## config.mk

```make
export PLATFORM = sky130hd
export DESIGN_NAME = icache_fetch
export DESIGN_NICKNAME = d
export VERILOG_FILES = /design/src/rtl/icache_fetch.sv
export SDC_FILE = /design/constraint.sdc
export NUM_CORES = 2
export LEC_CHECK = 0
export CORE_MARGIN = 5
export CORE_UTILIZATION = 25
export CTS_BUF_LIST = sky130_fd_sc_hd__clkbuf_8 sky130_fd_sc_hd__clkbuf_16
export CTS_CLUSTER_DIAMETER = 30
export DETAILED_ROUTE_END_ITERATION = 7
export PLACE_DENSITY = 0.43
export SKIP_LAST_GASP = 1
export SYNTH_ARGS = -nofsm -noshare
export SYNTH_HDL_FRONTEND = slang
export SYNTH_SLANG_ARGS = --single-unit
```

## constraint.sdc

```tcl
create_clock -name clk_in -period 10.7 [get_ports clk_in]
set_input_delay 1.605 -clock clk_in [delete_from_list [all_inputs] [get_ports clk_in]]
set_output_delay 1.605 -clock clk_in [all_outputs]
set_load 0.05 [all_outputs]
```

## src/rtl/icache_fetch.sv

```systemverilog
// -----------------------------------------------------------------------------
// icache_fetch
//   Direct-mapped, read-only instruction cache with one 32-bit word per line.
//   It sits between the fetch stage and the icache port of the memory controller.
//   A hit returns the word on the cycle after the request. A miss makes one word
//   fetch from the controller, fills the line and then forwards the word. flush
//   squashes delivery of an in-flight miss. The line is still filled.
//
// Ports
//   clk_in, rst_in        clock; asynchronous active-high reset
//   rdy_in                global ready; while low, nothing changes
//   flush                 branch redirect; drops the current or in-flight fetch
//   fetch_valid/fetch_pc  request from the fetch stage (pc[1:0] ignored)
//   fetch_ready           high while idle, so a request can be accepted
//   inst_ready/inst_out   one-cycle registered pulse carrying the instruction
//   icache_in             miss request to the controller (held until received)
//   icache_address_in     word-aligned miss address
//   icache_received       controller accepted the miss request
//   icache_task_out       controller finished; value_load is valid
//   value_load            fetched word
// -----------------------------------------------------------------------------
module icache_fetch #(
   parameter int INDEX_BITS = 6,
   parameter int TAG_BITS   = 30 - INDEX_BITS
) (
   input  logic        clk_in,
   input  logic        rst_in,
   input  logic        rdy_in,
   input  logic        flush,
   input  logic        fetch_valid,
   input  logic [31:0] fetch_pc,
   output logic        fetch_ready,
   output logic        inst_ready,
   output logic [31:0] inst_out,
   output logic        icache_in,
   output logic [31:0] icache_address_in,
   input  logic        icache_received,
   input  logic        icache_task_out,
   input  logic [31:0] value_load
);

   localparam int LINES = 1 << INDEX_BITS;

   localparam logic [1:0] S_IDLE = 2'd0;
   localparam logic [1:0] S_REQ  = 2'd1;
   localparam logic [1:0] S_WAIT = 2'd2;

   logic [1:0]            r_state;
   logic [LINES-1:0]      r_valid;
   logic [TAG_BITS-1:0]   r_tag  [LINES];
   logic [31:0]           r_data [LINES];
   logic [INDEX_BITS-1:0] r_miss_idx;
   logic [TAG_BITS-1:0]   r_miss_tag;
   logic                  r_squash;
   logic                  r_inst_ready;
   logic [31:0]           r_inst_out;
   logic                  r_icache_in;
   logic [31:0]           r_icache_address;

   logic [INDEX_BITS-1:0] w_idx;
   logic [TAG_BITS-1:0]   w_tag;
   logic                  w_hit;
   logic                  w_accept;
   logic                  w_done;
   logic                  w_unused_ok;

   assign w_idx       = fetch_pc[INDEX_BITS+1:2];
   assign w_tag       = fetch_pc[31:INDEX_BITS+2];
   assign w_hit       = r_valid[w_idx] && (r_tag[w_idx] == w_tag);
   assign w_accept    = (r_state == S_IDLE) && fetch_valid && !flush;
   assign w_unused_ok = &{1'b0, fetch_pc[1:0]};

   // The controller's completion is accepted in WAIT. It is also accepted in REQ
   // when received and task_out arrive together, which happens with a
   // zero-latency controller.
   assign w_done = icache_task_out &&
                   ((r_state == S_WAIT) || ((r_state == S_REQ) && icache_received));

   always_ff @(posedge clk_in or posedge rst_in) begin
      if (rst_in) begin
         r_state          <= S_IDLE;
         r_valid          <= '0;
         r_miss_idx       <= '0;
         r_miss_tag       <= '0;
         r_squash         <= 1'b0;
         r_inst_ready     <= 1'b0;
         r_inst_out       <= '0;
         r_icache_in      <= 1'b0;
         r_icache_address <= '0;
      end else if (rdy_in) begin
         r_inst_ready <= 1'b0;

         case (r_state)
            S_IDLE: begin
               if (w_accept) begin
                  if (w_hit) begin
                     r_inst_ready <= 1'b1;
                     r_inst_out   <= r_data[w_idx];
                  end else begin
                     r_miss_idx       <= w_idx;
                     r_miss_tag       <= w_tag;
                     r_icache_in      <= 1'b1;
                     r_icache_address <= {fetch_pc[31:2], 2'b00};
                     r_state          <= S_REQ;
                  end
               end
            end
            S_REQ: begin
               // The request stays on the bus after a flush, so the handshake
               // still completes. Only the delivery is dropped.
               if (icache_received) begin
                  r_icache_in <= 1'b0;
                  r_state     <= S_WAIT;
               end
               if (flush) r_squash <= 1'b1;
            end
            S_WAIT: begin
               if (flush) r_squash <= 1'b1;
            end
            default: r_state <= S_IDLE;
         endcase

         // NOTE: the completion path is written after the case on purpose. With
         // non-blocking assignments the last write wins, so it overrides the
         // REQ->WAIT move and the squash set for a zero-latency completion.
         if (w_done) begin
            r_valid[r_miss_idx] <= 1'b1;
            if (!r_squash && !flush) begin
               r_inst_ready <= 1'b1;
               r_inst_out   <= value_load;
            end
            r_squash <= 1'b0;
            r_state  <= S_IDLE;
         end
      end
   end

   // NOTE: the tag and data arrays are deliberately not reset. r_valid alone marks
   // a line as meaningful, and without a reset the arrays can map onto plain RAM.
   always_ff @(posedge clk_in) begin
      if (rdy_in && w_done) begin
         r_tag[r_miss_idx]  <= r_miss_tag;
         r_data[r_miss_idx] <= value_load;
      end
   end

   assign fetch_ready       = (r_state == S_IDLE);
   assign inst_ready        = r_inst_ready;
   assign inst_out          = r_inst_out;
   assign icache_in         = r_icache_in;
   assign icache_address_in = r_icache_address;

endmodule
```

Yosys cells after proc, flatten, opt, wreduce, memory -nomap -nowiden:

Memories as Yosys holds them, arrays and structs flattened.
Index checks and enable logic that the tools add are counted.

* memory bits (writable): 3584
* output and inout bits: 67
* memories: 2
* ROM bits: 0
* flip-flop bits (word level): 161
* bits in latches: 0

Memory list
* r_data: words 64, bits a word 32, rd ports 1, clocked after memory_dff 0, wr ports 1, line 51 `logic [31:0] r_data [LINES];`
* r_tag: words 64, bits a word 24, rd ports 1, clocked after memory_dff 0, wr ports 1, line 50 `logic [TAG_BITS-1:0] r_tag [LINES];`

* bitwise operators: 2
* shift operators: 0
* divide/modulo/power cells: 0
* order comparisons: 3
* reduce and logical (&&, ||, !) cells: 21
* equality and inequality tests: 10
* $add $sub $neg: 0
* multiply operators: 0
* mux-type cells: 28

Operators with widths (count)
* two-way mux 32 bit: 5
* bitwise OR 64 bit: 1
* equality test 24 bit: 1
* two-way mux 1 bit: 15
* less-than comparator 6 x 7 -> 1 bit (second input constant): 2
* AND reduction 5 bit: 2
* logical AND 1 bit: 8
* two-way mux 2 bit: 4
* binary-select mux 1 bit (select 6 bit): 1
* demux 1 bit (select 6 bit): 1
* >= comparator 6 x 1 -> 1 bit (second input constant): 1
* inequality test 2 bit (second input constant): 3
* one-hot mux 2 bit (3 select lines): 1
* nonzero test 2 bit: 3
* AND reduction 4 bit: 1
* inequality test 3 x 1 -> 1 bit (second input constant): 1
* inequality test 3 x 2 -> 1 bit (second input constant): 1
* inequality test 3 bit (second input constant): 1
* AND reduction 3 bit: 1
* equality test 2 x 1 -> 1 bit (second input constant): 1
* equality test 2 bit (second input constant): 1
* zero test 1 bit: 2
* zero test 2 bit: 1
* inequality test 2 x 1 -> 1 bit (second input constant): 1
* other kinds (5): 5

Depth between registers and ports, before layout:

* depth after elaboration: 8
* mapped depth: 18

Worst setup path before layout:

Ideal clock, no wire load.

* path kind: input-to-reg
* from: in icache_received
* to: reg r_valid[35]
* path slack: 3992 ps
* setup time: 88 ps
* path buffers: 1
* cell stages on the path: 6
* data arrival time: 6620 ps
* cells stage by stage: a21oi_1 -> nor2b_1 -> nand2_1 -> clkbuf_1 -> nor3_1 -> or2_2

* word-level cells in the longest chain between the ends: 4

RTL lines
* start, declared: line 37 `input logic icache_received,`
* logical AND 1 bit: line 77 `((r_state == S_WAIT) || ((r_state == S_REQ) && icache_received));`
* logical OR 1 bit: line 77
* logical AND 1 bit: line 76 `assign w_done = icache_task_out &&`
* AND reduction 2 bit (no line)
* end signal, assigned: line 82 `r_valid <= '0;`
* end signal, assigned by index: line 127 `r_valid[r_miss_idx] <= 1'b1;`
* end, declared: line 49 `logic [LINES-1:0] r_valid;`

Every way passes these cells.
A chain may end at the register's enable or synchronous reset.

Worst setup path in the final report:

* from: in fetch_pc[2]
* to: reg r_inst_out[7], in the netlist inst_out[7]

* word-level cells in the longest chain between the ends: 8
* elaborated cells between the ends (all ways): 11
* classes of those cells: eq/ne: 1; mux: 7; reduce/logical: 1; memory: 2

RTL lines
* start, declared: line 31 `input logic [31:0] fetch_pc,`
* memory (64 x 24 bit) / binary-select mux 1 bit (select 6 bit) (equally long branches)
* equality test 24 bit / two-way mux 1 bit (equally long branches): line 69 `assign w_hit = r_valid[w_idx] && (r_tag[w_idx] == w_tag);`
* logical AND 1 bit: line 69
* two-way mux 32 bit *: line 96 `if (w_hit) begin`
* two-way mux 32 bit *: line 95 `if (w_accept) begin`
* two-way mux 32 bit *: line 93 `case (r_state)`
* two-way mux 32 bit: line 128 `if (!r_squash && !flush) begin`
* two-way mux 32 bit *: line 126 `if (w_done) begin`
* end signal, assigned: line 98 `r_inst_out <= r_data[w_idx];`
* end signal, assigned: line 130 `r_inst_out <= value_load;`
* end, declared: line 56 `logic [31:0] r_inst_out;`

Mark *: on every way between the ends. The rest lies on a longest branch, timed or not. The select of a mux whose other input is x is not followed.

==> metrics <==
fin crit share=around two thirds; Synth warnings=0; Post-Synth Simple-Gate Area=under 10%; commonest non-fill, non-tap cell in the layout=edfxtp_1; hold crit path type=reg2reg; crit-path max cell delay=approximately 1.0 ns; CTS HTree Levels=6; fin crit period=roughly 7.1 ns; Detail Route Antenna Nets=0; worst-path maximum fanout=73; Mean Syn Cell Area=22.83 µm²; grt total ovfl=0; Area after DPL=154,700 µm²; clock buffer count from CTS=750; CP Launch Type=input pin; Seq/Total Area, Yosys=approximately 78%; final net count=between 7,000 and 8,000; Initial Util=25.09%; worst path cell trace=buf_16, buf_12, mux4_2, mux2i_1, mux2i_1, o21ai_0, nand4_1, xor2_1, a211o_1, nor4_4, nand4_1, buf_4, nor2_1, a211oi_2; post-synthesis adder-cell area fraction=less than 1%; First-pass DRT Iterations=5; Avg Vias per Cell=~4.8; status=finished clean; row cnt=approximately 280; DRT iter0 DRCs=8,057; drc violations=0; xor/xnor cell area share of the yosys netlist=less than 1%; Routed WL=~490,000 µm; CP arrival=between 7 and 8 ns; pwr/cell area=about 240 nW/µm²; Slew Limit Fails=0; slowest CP cell=nor4_4; CP endpoint kind=flip-flop; post-route cell area=180,400 µm²; EDFF count, synth=around 3,600; # Max-Cap Violations=0; Area Overhead vs Synth=26.23%; DP Worst Slack=roughly 2.5 ns; dominant synthesized flop cell=edfxtp_1; I/O Buffers=about 130; Tot GR Track Use=between 10% and 20%; Final Setup Violations=0; Cell Area, Synth=between 100,000 and 150,000 µm²; Pleak=58.60 nW; Slew @ Worst Pin=1.355 ns; gpl congestion=about 0.75; CTS tree=done; main combinational cell family by area after synthesis=multiplexers; setup slack after layout=~3.6 ns; Hold Vio Cnt, Final=0; CTS root buf=clkbuf_16; synth unique cells=71; die height=766.0 µm; CP Class=in2reg; initial antenna violation count=47; Clock Tree Buf Depth=4; hold buffer count at cts=0; hpwl dp=between 200,000 and 300,000 µm; post-CTS setup buffers=0; Final Skew=around 0.046 ns; commonest non-fill, non-tap cells in the layout=3,584 x edfxtp_1, 963 x mux4_2, 766 x clkbuf_16; Slew headroom=under 10%; Compound-Gate Fraction of Synth Area=~1.8%; Fmax=0.1409 GHz; first-pass GRT wire length=around 660,000 µm; mux cell area share after synthesis=roughly 17%; Sink Count=roughly 3,700; Worst Path Required=about 12 ns; peak supply drop=0.1695 mV; layout cells sized above 1=about a third; Vias=72,780; die width=about 770 µm; Setup TNS=0 ns; Async S/R FF share, synth=3.526%; clk_lat worst skew=between 1 and 1.5 ns; Post-CTS Resized=0; core area=around 570,000 µm²; RSZ-0062 raised after global routing=false; die area=between 500,000 and 600,000 µm²; Syn Inst Count=around 6,300; vias in the first global route=around 76,000; largest net degree at the start of global routing=around 110; Worst-path clk slew=roughly 0.05 ns; I/O pins=between 100 and 150; Avg WL per Cell=around 32 µm; Synth Register Bits=3,715
-- synth_stat cells, types with 5 or more instances --
library cell / number / area share, %
mux2i_1: 229 / 1.6
nand2_1: 137 / 0.36
or2_2: 71 / 0.31
a211oi_1: 24 / 0.13
xor2_1: 14 / 0.086
nand2b_1: 10 / 0.044
buf_1: 33 / 0.087
o2111ai_1: 6 / 0.037
and2_1: 22 / 0.096
edfxtp_1: 3584 / 75
o22ai_1: 18 / 0.079
a22o_1: 16 / 0.098
a21oi_1: 33 / 0.12
mux4_2: 963 / 15
a211oi_2: 29 / 0.25
mux2_2: 12 / 0.095
nor2_1: 159 / 0.42
buf_6: 15 / 0.12
buf_4: 34 / 0.18
or3_1: 6 / 0.026
a32oi_1: 7 / 0.043
nor2b_1: 21 / 0.092
a221oi_1: 15 / 0.092
a2111oi_0: 5 / 0.031
a32o_1: 7 / 0.049
nor4_1: 11 / 0.048
o211ai_1: 13 / 0.068
nand3b_1: 7 / 0.037
dfrtp_1: 131 / 2.3
nand4_1: 20 / 0.088
and3_1: 7 / 0.031
a31oi_1: 25 / 0.11
xnor2_1: 9 / 0.055
a22oi_1: 100 / 0.53
inv_1: 48 / 0.13
nor3_1: 30 / 0.11
buf_2: 137 / 0.48
mux2_4: 29 / 0.30
nand3_1: 40 / 0.14
o21ai_0: 17 / 0.060
clkbuf_1: 118 / 0.31
-- area by class of cell --
class                      count  area (µm²)
fill                       54140      389100
clock buffer                 773       19260
sequential                  3715      110900
timing repair buffer         367        3460
multi-input combinational   2160       30660
tap                         7533        9425
clock inverter               619        6381
antenna                       18       45.04
inverter                      48       202.7
-- final timing paths --
path	startpoint	to	slack [ns]	depth (start not counted)
max	fetch_pc[2]	inst_out[7]	3.60	14
min	r_valid[19]	r_valid[19]	0.46	1
max reg2reg	r_tag[14][5]	inst_out[7]	4.93	12
min reg2reg	r_valid[19]	r_valid[19]	0.46	1
max in group asynchronous	rst_in	r_miss_tag[10]	8.30	3
min in group asynchronous	rst_in	inst_out[9]	0.99	2
-- metrics by stage --
| step | instances | hold WS (ns) | total power [W] | utilization, % |
|---|---|---|---|---|
| after CTS | 15210 | 0.4609 | 0.04458 | 31.66 |
| after detailed placement | 13820 | 0.4471 | 0.02110 | 27.16 |
| final | 15230 | 0.4599 | 0.04412 | 31.68 |
| after global routing | 15220 | 0.4706 | 0.04552 | 31.67 |
| after floorplan | 6260 | 0.4337 | 0.01949 | - |
| after global placement | 13820 | 0.4453 | 0.02099 | 27.16 |
-- critical path, delay by kind of cell --
family | cells | cell delay [ns]
AND/OR/NAND/NOR | 4 | 2.34
buffers and inverters | 3 | 1.37
XOR/XNOR | 1 | 0.21
multiplexers | 3 | 0.81
AO/OA/AOI/OAI | 3 | 1.30
-- routing by layer --
layer,routed length [µm],vias up,track usage (%)
li1,-,28510,-
met1,213000,40730,22.32
met2,234800,2835,26.48
met3,30080,699,2.861
met4,11540,8,4.096
met5,55,-,0
-- registers in the layout (all words and copies together), names as in the netlist --
register	flops
r_data	2048
r_tag	1536
r_valid	64
inst_out	32
r_miss_tag	24
r_miss_idx	5
r_state	2
icache_address_in	1
icache_in	1
inst_ready	1
r_squash	1
-- kinds of logic (layout without fill, tap and decap cells) --
family / after synthesis / in the layout
compound gates: 340 / 340
other cells: 1 / 20
mux: 1234 / 1234
flops: 3715 / 3715
simple gates: 558 / 558
buf+inv: 385 / 1807
fa+ha+maj: 3 / 3
xor+xnor: 23 / 23
-- where the power goes --
| part | switching (W) | internal, W |
|---|---|---|
| Sequential | 0.000556 | 0.0172 |
| Combinational | 0.00210 | 0.000944 |
| Clock | 0.00777 | 0.0156 |
| Total | 0.0104 | 0.0337 |
No activity file was read; power rests on OpenSTA's default activity.
